**config.mk**
```make
export PLATFORM = sky130hd
export DESIGN_NAME = mem_data_demux_dr
export DESIGN_NICKNAME = d
export VERILOG_FILES = /design/src/rtl/mem_data_demux_dr.sv
export SDC_FILE = /design/constraint.sdc
export NUM_CORES = 1
export LEC_CHECK = 0
export CORE_AREA = 3 3 40 42
export DETAILED_ROUTE_END_ITERATION = 6
export DIE_AREA = 0 0 43 45
export GPL_TIMING_DRIVEN = 0
export PLACE_DENSITY_LB_ADDON = 0.12
export SKIP_LAST_GASP = 1
export SLEW_MARGIN = 30
export SYNTH_ARGS = -nofsm -noshare
export SYNTH_HDL_FRONTEND = slang
export SYNTH_SLANG_ARGS = --single-unit
```
**constraint.sdc**
```tcl
create_clock -name clk -period 1.7 [get_ports clk]
set_clock_uncertainty 0.2 [all_clocks]
set_input_delay 0.17 -clock clk [delete_from_list [all_inputs] [get_ports clk]]
set_output_delay 0.17 -clock clk [all_outputs]
set_load 0.02 [all_outputs]
```
**src/rtl/mem_data_demux_dr.sv**
```systemverilog
// Dual-rail memory-data demultiplexer with NCL-style hysteresis.
// PH0 steers D to the instruction bus (PH0=1) or the computation bus (PH0=0).
module mem_data_demux_dr #(
  parameter int WIDTH = 1
) (
  input  logic             clk,
  input  logic             rst_n,
  input  logic             PH0_t,
  input  logic             PH0_f,
  input  logic [WIDTH-1:0] D7_t,
  input  logic [WIDTH-1:0] D7_f,
  output logic [WIDTH-1:0] I7_t,
  output logic [WIDTH-1:0] I7_f,
  output logic [WIDTH-1:0] C7_t,
  output logic [WIDTH-1:0] C7_f,
  output logic             ko,
  output logic             err
);

  typedef enum logic {
    NULL_HOLD = 1'b0,
    DATA_HOLD = 1'b1
  } state_e;

  state_e state_q, state_d;

  logic [WIDTH-1:0] i_t_q, i_t_d;
  logic [WIDTH-1:0] i_f_q, i_f_d;
  logic [WIDTH-1:0] c_t_q, c_t_d;
  logic [WIDTH-1:0] c_f_q, c_f_d;
  logic             err_q, err_d;

  logic ill;
  logic data_cmp;
  logic null_cmp;

  // Classify the input set; an ILLEGAL rail pair disqualifies both completions.
  always_comb begin
    ill      = (PH0_t & PH0_f) | (|(D7_t & D7_f));
    data_cmp = ~ill & (PH0_t ^ PH0_f) & (&(D7_t ^ D7_f));
    null_cmp = ~ill & ~PH0_t & ~PH0_f & ~(|(D7_t | D7_f));
  end

  // Next-state and output-register update with hysteresis.
  always_comb begin
    state_d = state_q;
    i_t_d   = i_t_q;
    i_f_d   = i_f_q;
    c_t_d   = c_t_q;
    c_f_d   = c_f_q;
    err_d   = err_q | ill;
    unique case (state_q)
      NULL_HOLD: begin
        if (data_cmp) begin
          state_d = DATA_HOLD;
          if (PH0_t) begin
            i_t_d = D7_t;
            i_f_d = D7_f;
          end else begin
            c_t_d = D7_t;
            c_f_d = D7_f;
          end
        end
      end
      DATA_HOLD: begin
        if (null_cmp) begin
          state_d = NULL_HOLD;
          i_t_d   = '0;
          i_f_d   = '0;
          c_t_d   = '0;
          c_f_d   = '0;
        end
      end
      default: begin
        state_d = NULL_HOLD;
        i_t_d   = '0;
        i_f_d   = '0;
        c_t_d   = '0;
        c_f_d   = '0;
      end
    endcase
  end

  // State and output registers; reset forces NULL immediately.
  always_ff @(posedge clk or negedge rst_n) begin
    if (!rst_n) begin
      state_q <= NULL_HOLD;
      i_t_q   <= '0;
      i_f_q   <= '0;
      c_t_q   <= '0;
      c_f_q   <= '0;
      err_q   <= 1'b0;
    end else begin
      state_q <= state_d;
      i_t_q   <= i_t_d;
      i_f_q   <= i_f_d;
      c_t_q   <= c_t_d;
      c_f_q   <= c_f_d;
      err_q   <= err_d;
    end
  end

  assign I7_t = i_t_q;
  assign I7_f = i_f_q;
  assign C7_t = c_t_q;
  assign C7_f = c_f_q;
  assign ko   = (state_q == NULL_HOLD);
  assign err  = err_q;

endmodule

```
==> results.yml, run 1 <==
outcome:
  status: "finished clean"
cts:
  cts_tree: "done"
  cts.sinks: 6
  numCtsBuffers: 3
  path_clk_slew_ns: 0.05
  clk_path_buf_depth: 2
  root_buffer: "clkbuf_4"
  postCtsSetupRepairBufs: 0
  clock_latency_ns: 0.24
  htree_levels: 1
sta:
  fin_crit_sh_pct: 93.2
  drv_slew: 0
  hold_ws_ns: 0.190
  fmax_mhz: 631
  tightestPinTransition_ns: 0.288
  min_period_ns: 1.58
  slew_headroom_pct: 80.7
  fin_tns_setup_ns: 0
  final_hold_viol_count: 0
  rsz0062_at_grt: "no"
  final-setup-viol-count: 0
  setup_slack_ns: 0.115
grt:
  grt_pass1_wl_um: 1410
  use_met3_pct: 3.59
  grt_max_degree: 7
  grt-busiest-layer: "met2"
  overflow: 0
  grt_usage_pct: 10.1
  gr-usage-met2_pct: 15.6
  grt_pass1_vias: 328
  grt_util_met1_pct: 12.5
  antenna_found_initial: 0
placement:
  post-place-ws_ns: -0.289
  gp_routability_congestion: 0.738
  portBuffers: 11
floorplan:
  dieWidth_um: 43
  io_pins: 12
  fp.dieArea_um2: 1940
  start_util_pct: 26.3
  fp.dieH_um: 45
  row_count: 13
  core_area_um2: 1280
power:
  vdd.ir_drop.worst_uv: 453
  powerDensity_nw_per_um2: 1120
  leakage_nw: 0.247
run:
  drv_cap: 0
synth:
  seq_area_frac_synth_pct: 44.4
  synth_cell_types: 16
  syn-num-nets: 40
  syn_inst: 31
  synthTopCellsByArea: "dfrtp_1, ha_1, inv_1"
  yosysTopAreaCell: "dfrtp_1"
  synth_top_area_share_pct: 44.4
  avgSynthCellArea_um2: 10.9
  synth_area_um2: 338
  synth-seq-cells: 6
  yosysWarnings: 0
finish:
  area_delta_synth_final_pct: 53.3
  layout.nets: 57
  fillers: 129
  utilization_pct: 40.3
  diodes: 0
  drive_above_1_share_pct: 19.6
min_path:
  hold_depth: 2
  hold_path_class: "input pin to flip-flop"
  min_to: "C7_t"
  hp-start: "D7_t"
routing:
  drtPass1Iterations: 4
  viasPerCell: 4.84
  vias: 295
  totalWireLength_um: 755
  drt-initial-drc-count: 5
  wl_per_cell_um: 12.4
  post-route-drc-count: 0
  postRouteAntennaNets: 0
worst_setup_path:
  cp-startpoint: "PH0_f"
  cp-start-kind: "input pin"
  required_ns: 1.63
  worstPathMaxFanout: 2
  r2r_setup_slack_ns: 0.35
  r2r-end: "C7_f"
  worstSetupPathType: "input pin to flip-flop"
  reg2reg_depth: 3
  worstReg2RegStart: "state_q"
  arrival_ns: 1.51
  endpoint_kind: "flip-flop"
[placed cells by master (no fill, tap or decap), types with 2 or more instances in the layout]
cell type	instances
o22ai_1	2
inv_1	5
a22o_1	2
dlygate4sd2_1	3
dfrtp_1	6
ha_1	2
clkdlybuf4s50_1	7
o22a_1	2
nand2_1	2
clkbuf_4	3
[routing by layer]
metal  part of all wire, %  vias to the layer above
met3                   5.4                        2
met4                  0.66                        0
met2                    46                        9
met5                     0                        -
li1                      -                      144
met1                    48                      140
[how the worst max path moves through the flow]
stage,slack (ns),cells after the start,endpoint
detailed placement,-0.29,6,C7_f
floorplan,0.38,5,C7_f
CTS,0.02,5,C7_f
global route,0.05,5,C7_f
finish,0.12,5,C7_f
global placement,-0.27,6,C7_f
[cell type report]
| class | instances | area, um2 | share of cell area, % |
|---|---|---|---|
| Clock buffer | 3 | 22.5 | 4.35 |
| Tap cell | 15 | 18.8 | 3.62 |
| Timing Repair Buffer | 12 | 119 | 22.9 |
| Multi-Input combinational cell | 20 | 189 | 36.5 |
| Sequential cell | 6 | 150 | 29.0 |
| Inverter | 5 | 18.8 | 3.62 |
[repair_timing]
item / 4_1_cts / 5_1_grt
endpoints found under the hold margin: 6 / 0
hold buffers: 1 / 0
cloned: 0 / 0
gates resized for setup: 3 / 5
setup endpoints to repair: 5 / 4
pin swaps: 0 / 0
[Yosys cell counts, drive strengths merged]
library cell and instances:
dfrtp 6, nor3 1, nand4bb 1, o2bb2ai 1, o21ai 1, or3 1
and3b 2, and2 1, o22a 2, inv 5, o22ai 2, nand2 2
a22oi 1, a22o 2, ha 3
[state kept, by name (all words and copies together), names as in the netlist]
register and flops:
I7_t 1, C7_t 1, state_q 1, I7_f 1
err 1, C7_f 1
[power by group]
group / switching (mW) / leakage (nW) / internal [mW] / total, mW
clock: 0.0514 / 0.0138 / 0.0799 / 0.131
sequential: 0.0247 / 0.0680 / 0.183 / 0.208
combinational: 0.120 / 0.165 / 0.122 / 0.242
total: 0.196 / 0.247 / 0.385 / 0.582
[worst max-delay path: stages]
cell	delay (ns)
clkdlybuf4s50_1	0.48
ha_2	0.28
and3b_1	0.20
and2_4	0.16
a22o_1	0.22
[cells by family after synthesis]
logic type,count (synthesis),share of synthesized area (%)
AOI/OAI and AO/OA,9,20.4
adders and majority gates,3,11.1
DFF,6,44.4
and+or+nand+nor,8,18.5
buffers and inverters,5,5.56
[stage by stage]
stage / std cells / power [mW] / instance area [um2]
3_5_place_dp: 57 / 0.450 / 467
2_1_floorplan: 31 / 0.333 / 338
3_3_place_gp: 57 / 0.445 / 467
5_1_grt: 61 / 0.622 / 518
6_report: 61 / 0.582 / 518
4_1_cts: 61 / 0.580 / 495
Note: power is estimated with default switching activity, not from simulation.
==> run 2: changes to the inputs <==
--- a/config.mk
+++ b/config.mk
@@ -5,9 +5,9 @@
 export SDC_FILE = /design/constraint.sdc
 export NUM_CORES = 1
 export LEC_CHECK = 0
-export CORE_AREA = 3 3 40 42
+export CORE_AREA = 2 2 39 41
 export DETAILED_ROUTE_END_ITERATION = 6
-export DIE_AREA = 0 0 43 45
+export DIE_AREA = 0 0 41 43
 export GPL_TIMING_DRIVEN = 0
 export PLACE_DENSITY_LB_ADDON = 0.12
 export SKIP_LAST_GASP = 1
==> run 2 against run 1 <==
  * Die area down 8.9%
  * Cell count up 1.6%
  * Worst hold slack worse by 0.099 ns
  * Sequential power about the same
  * Sequential cell count unchanged
  * Worst setup slack better by 0.019 ns
  * Total power up 0.42%
  * Global-route usage up 1.3 points
  * Utilization down 2.7 points
  * Combinational power about the same
  * Routed wire length down 0.93%
  * Maximum frequency up 1.2%
  * Largest power group unchanged
  * Highest routed layer unchanged
==> results.yml, run 2 (synthesis results as in run 1) <==
finish:
  fillers: 147
  utilization_pct: 37.6
  diodes: 0
  area_delta_synth_final_pct: 54.1
  layout.nets: 57
  final_common_cell: "clkdlybuf4s50_1"
  final_cell_mix: "clkdlybuf4s50_1, dfrtp_1, inv_1"
  final_cells: 62
  drive_above_1_share_pct: 17.4
sta:
  final-setup-viol-count: 0
  fmax_mhz: 639
  drv_slew: 0
  min_period_ns: 1.57
  setup_slack_ns: 0.134
  final_hold_viol_count: 0
  fin_crit_sh_pct: 92.1
  hold_ws_ns: 0.0907
  slew_headroom_pct: 81.1
  tightestPinTransition_ns: 0.283
  rsz0062_at_grt: "no"
worst_setup_path:
  reg2reg_depth: 3
  worstPathMaxFanout: 2
  cp-startpoint: "C7_f"
  arrival_ns: 1.20
  required_ns: 1.33
  crit_family: "buffers and inverters"
  crit_end: "C7_f"
  worstSetupPathType: "flip-flop to primary output"
  worstReg2RegStart: "state_q"
  max_stage_delay_ns: 0.61
  endpoint_kind: "primary output"
  path_cells: "clkdlybuf4s50_1"
  crit_cells: 1
  crit_path_top_delay_cell: "clkdlybuf4s50_1"
  crit_buf_inv: 1
  r2r-end: "C7_t"
  r2r_setup_slack_ns: 0.35
  cp-start-kind: "flip-flop"
placement:
  post-place-ws_ns: -0.269
  gp_routability_congestion: 0.729
  portBuffers: 11
  dpl.cell_count: 58
min_path:
  hold_path_class: "input pin to flip-flop"
  hold_depth: 2
floorplan:
  core_area_um2: 1380
  fp.dieArea_um2: 1760
  io_pins: 12
  fp.dieH_um: 43
  start_util_pct: 24.4
  dieWidth_um: 41
  row_count: 14
routing:
  postRouteAntennaNets: 0
  wl_per_cell_um: 12.1
  post-route-drc-count: 0
  vias: 289
  totalWireLength_um: 748
  drt-initial-drc-count: 0
  drtPass1Iterations: 1
  viasPerCell: 4.66
power:
  vdd.ir_drop.worst_uv: 324
  powerDensity_nw_per_um2: 1120
  leakage_nw: 0.256
  design_power_total_mw: 0.584
cts:
  numCtsBuffers: 3
  clk_path_buf_depth: 2
  cts_tree: "done"
  clock_latency_ns: 0.25
  cts.sinks: 6
  htree_levels: 1
  root_buffer: "clkbuf_4"
  path_clk_slew_ns: 0.04
grt:
  grt_max_degree: 7
  grt_usage_pct: 11.4
  grt_pass1_vias: 276
  antenna_found_initial: 0
  overflow: 0
  grt_pass1_wl_um: 1230
run:
  drv_cap: 0
outcome:
  status: "finished clean"
==> run 2: metal layers <==
metal  wire (um)  track usage [%]  vias up  share of wire (%)
li1            -                -      143                  -
met1         332             15.4      135                 44
met2         369             12.2        9                 49
met3          27             3.14        2                3.6
met4          19             14.0        0                2.5
met5           0                0        -                  0
==> run 2: what timing repair did <==
item	4_1_cts	5_1_grt
gates resized for setup	2	5
pin swaps	0	0
endpoints found under the setup margin	3	4
hold buffers	1	0
buffers inserted	0	0
hold endpoints to repair	6	0
cloned	0	0
==> run 2: area by class of cell <==
cell class,instances,area (um2),area share [%]
multi-input combinational,20,186,35.8
sequential,6,150,28.8
timing repair buffer,12,123,23.6
clock buffer,3,22.5,4.33
tap,16,20.0,3.85
inverter,5,18.8,3.61
==> run 2: metrics by stage <==
stage	setup TNS (ns)	instance area, um2
global placement	-1.06	468
global route	0	520
floorplan	0	338
CTS	0	498
detailed placement	-1.06	468
finish	0	520
==> run 2: how the worst min path moves through the flow <==
stage,start,end,slack [ns]
6_report,D7_f,C7_f,0.09
5_1_grt,D7_f,C7_f,0.10
4_1_cts,D7_t,C7_t,0.20
3_5_place_dp,rst_n,err,0.23
3_3_place_gp,rst_n,I7_f,0.24
2_1_floorplan,rst_n,C7_f,-0.33
==> run 2: report_power, final <==
| group | internal [mW] | switching [mW] |
|---|---|---|
| clock network | 0.0800 | 0.0535 |
| registers | 0.183 | 0.0262 |
| logic | 0.122 | 0.119 |
==> run 3: changes to the inputs <==
--- a/config.mk
+++ b/config.mk
@@ -5,6 +5,7 @@
 export SDC_FILE = /design/constraint.sdc
 export NUM_CORES = 1
 export LEC_CHECK = 0
+export ABC_AREA = 1
 export CORE_AREA = 2 2 39 41
 export DETAILED_ROUTE_END_ITERATION = 6
 export DIE_AREA = 0 0 41 43
==> run 3 against run 2 <==
  * Routed wire length decreased by 9.1%
  * Global-route usage decreased by 1.0 points
  * Synthesized cell count up 45%
  * Register-to-register slack better by 0.15 ns
  * Cell count is 23% higher
  * First-iteration DRC count increased by 3
  * Sequential power is 8% lower
  * Total power decreased by 13%
  * Final area up 2.6%
  * Critical path depth stayed put
  * Sequential cell count is the same
  * Maximum frequency up 0.53%
  * Largest cell class unchanged
==> results.yml, run 3 <==
grt:
  grt_pass1_vias: 310
  overflow: 0
  grt_usage_pct: 10.4
  grt_max_degree: 7
  grt_pass1_wl_um: 1210
  antenna_found_initial: 0
routing:
  wl_per_cell_um: 8.95
  postRouteAntennaNets: 0
  drt-initial-drc-count: 3
  vias: 326
  viasPerCell: 4.29
  totalWireLength_um: 680
  drtPass1Iterations: 4
  post-route-drc-count: 0
placement:
  gp_routability_congestion: 0.747
  portBuffers: 11
  dp_hpwl_um: 575
  post-place-ws_ns: -0.0680
  dpl.cell_count: 72
  placed_cell_area_um2: 503
worst_setup_path:
  endpoint_kind: "primary output"
  r2r_setup_slack_ns: 0.50
  path_cells: "clkdlybuf4s50_1"
  worstSetupPathType: "flip-flop to primary output"
  crit_path_top_delay_cell: "clkdlybuf4s50_1"
  reg2reg_depth: 4
  required_ns: 1.33
  arrival_ns: 1.19
  worstReg2RegStart: "state_q"
  max_stage_delay_ns: 0.61
  cp-start-kind: "flip-flop"
  crit_buf_inv: 1
  crit_family: "buffers and inverters"
  r2r-end: "C7_t"
  worstPathMaxFanout: 2
finish:
  utilization_pct: 38.6
  area_delta_synth_final_pct: 43.3
  ff_latch_area_um2: 150
  final_cells: 76
  final_common_cell: "nand2_1"
  layout.nets: 71
  fin_area_um2: 534
  fillers: 147
  diodes: 0
  drive_above_1_share_pct: 16.7
  final_cell_mix: "nand2_1, clkdlybuf4s50_1, inv_1"
  multi_input_area_um2: 191
sta:
  tightestPinTransition_ns: 0.304
  slew_headroom_pct: 79.7
  final-setup-viol-count: 0
  hold_ws_ns: 0.269
  min_period_ns: 1.56
  fmax_mhz: 642
  fin_tns_setup_ns: 0
  rsz0062_at_grt: "no"
  fin_crit_sh_pct: 91.6
  final_hold_viol_count: 0
  drv_slew: 0
  setup_slack_ns: 0.143
synth:
  synth-seq-cells: 6
  async_flop_share_pct: 100
  synthTopCellsByArea: "dfrtp_1, nand2_1, ha_1"
  seq_area_frac_synth_pct: 40.3
  avgSynthCellArea_um2: 8.29
  yosysTopAreaCell: "dfrtp_1"
  yosysWarnings: 0
  synth_most_common_cell: "nand2_1"
  synth_ff_type: "dfrtp_1"
  synth_edf_count: 0
  synth_area_um2: 373
  synth_top_area_share_pct: 40.3
  synth_cell_types: 14
  syn_inst: 45
  ys_top_cells_by_count: "nand2_1, inv_1, dfrtp_1, nand3_1, nor2_1"
  syn-num-nets: 54
power:
  vdd.ir_drop.worst_uv: 402
  design_power_total_mw: 0.507
  powerDensity_nw_per_um2: 948
  leakage_nw: 0.275
cts:
  root_buffer: "clkbuf_4"
  clk_path_buf_depth: 2
  cts.sinks: 6
  htree_levels: 1
  numCtsBuffers: 3
  cts_tree: "done"
  postCtsSetupRepairBufs: 0
  path_clk_slew_ns: 0.04
  clock_latency_ns: 0.24
floorplan:
  io_pins: 12
  row_count: 14
  core_area_um2: 1380
  start_util_pct: 26.9
  fp.dieArea_um2: 1760
  dieWidth_um: 41
  fp.dieH_um: 43
min_path:
  hold_path_class: "flip-flop to flip-flop"
  hp-start: "I7_t"
  hold_depth: 2
  min_to: "I7_t"
outcome:
  status: "finished clean"
run:
  drv_cap: 0
==> run 3: worst max path at each step <==
stage / cells after the start / from / to
after floorplan: 6 / state_q / I7_f
after global placement: 9 / D7_t / C7_t
after detailed placement: 9 / D7_t / C7_f
after CTS: 1 / C7_f / C7_f
after global routing: 10 / D7_f / I7_f
final: 1 / C7_f / C7_f
==> run 3: power breakdown <==
part | internal [mW] | switching [mW] | total (mW) | leakage (nW)
Clock | 0.0799 | 0.0517 | 0.132 | 0.0138
Combinational | 0.0853 | 0.0965 | 0.182 | 0.189
Sequential | 0.173 | 0.0202 | 0.193 | 0.0727
Total | 0.338 | 0.168 | 0.507 | 0.275
==> run 3: timing repair <==
item | CTS | global route
resized for setup | 1 | 0
hold endpoints to repair | 6 | 0
endpoints found under the setup margin | 1 | 0
hold buffers | 1 | 0
==> run 3: final cells by class <==
cell class | instances | area share, %
sequential | 6 | 28.1
timing repair buffer | 12 | 22.2
clock buffer | 3 | 4.22
tap | 16 | 3.75
inverter | 8 | 5.85
multi-input combinational | 31 | 35.8
==> run 3: kinds of logic (layout without fill, tap and decap cells) <==
family / count (synthesis) / in the layout / share of synthesized area (%)
flops: 6 / 6 / 40.3
simple gates: 27 / 27 / 39.9
fa+ha+maj: 3 / 3 / 10.1
compound gates: 1 / 1 / 1.34
buf+inv: 8 / 23 / 8.39
==> run 3: layer usage <==
layer / vias up / share of wire (%) / GRT usage [%]
li1: 171 / - / -
met1: 145 / 46 / 13.0
met2: 10 / 46 / 15.0
met3: 0 / 7.6 / 6.28
met4: 0 / 0 / 2.00
met5: - / 0 / 0
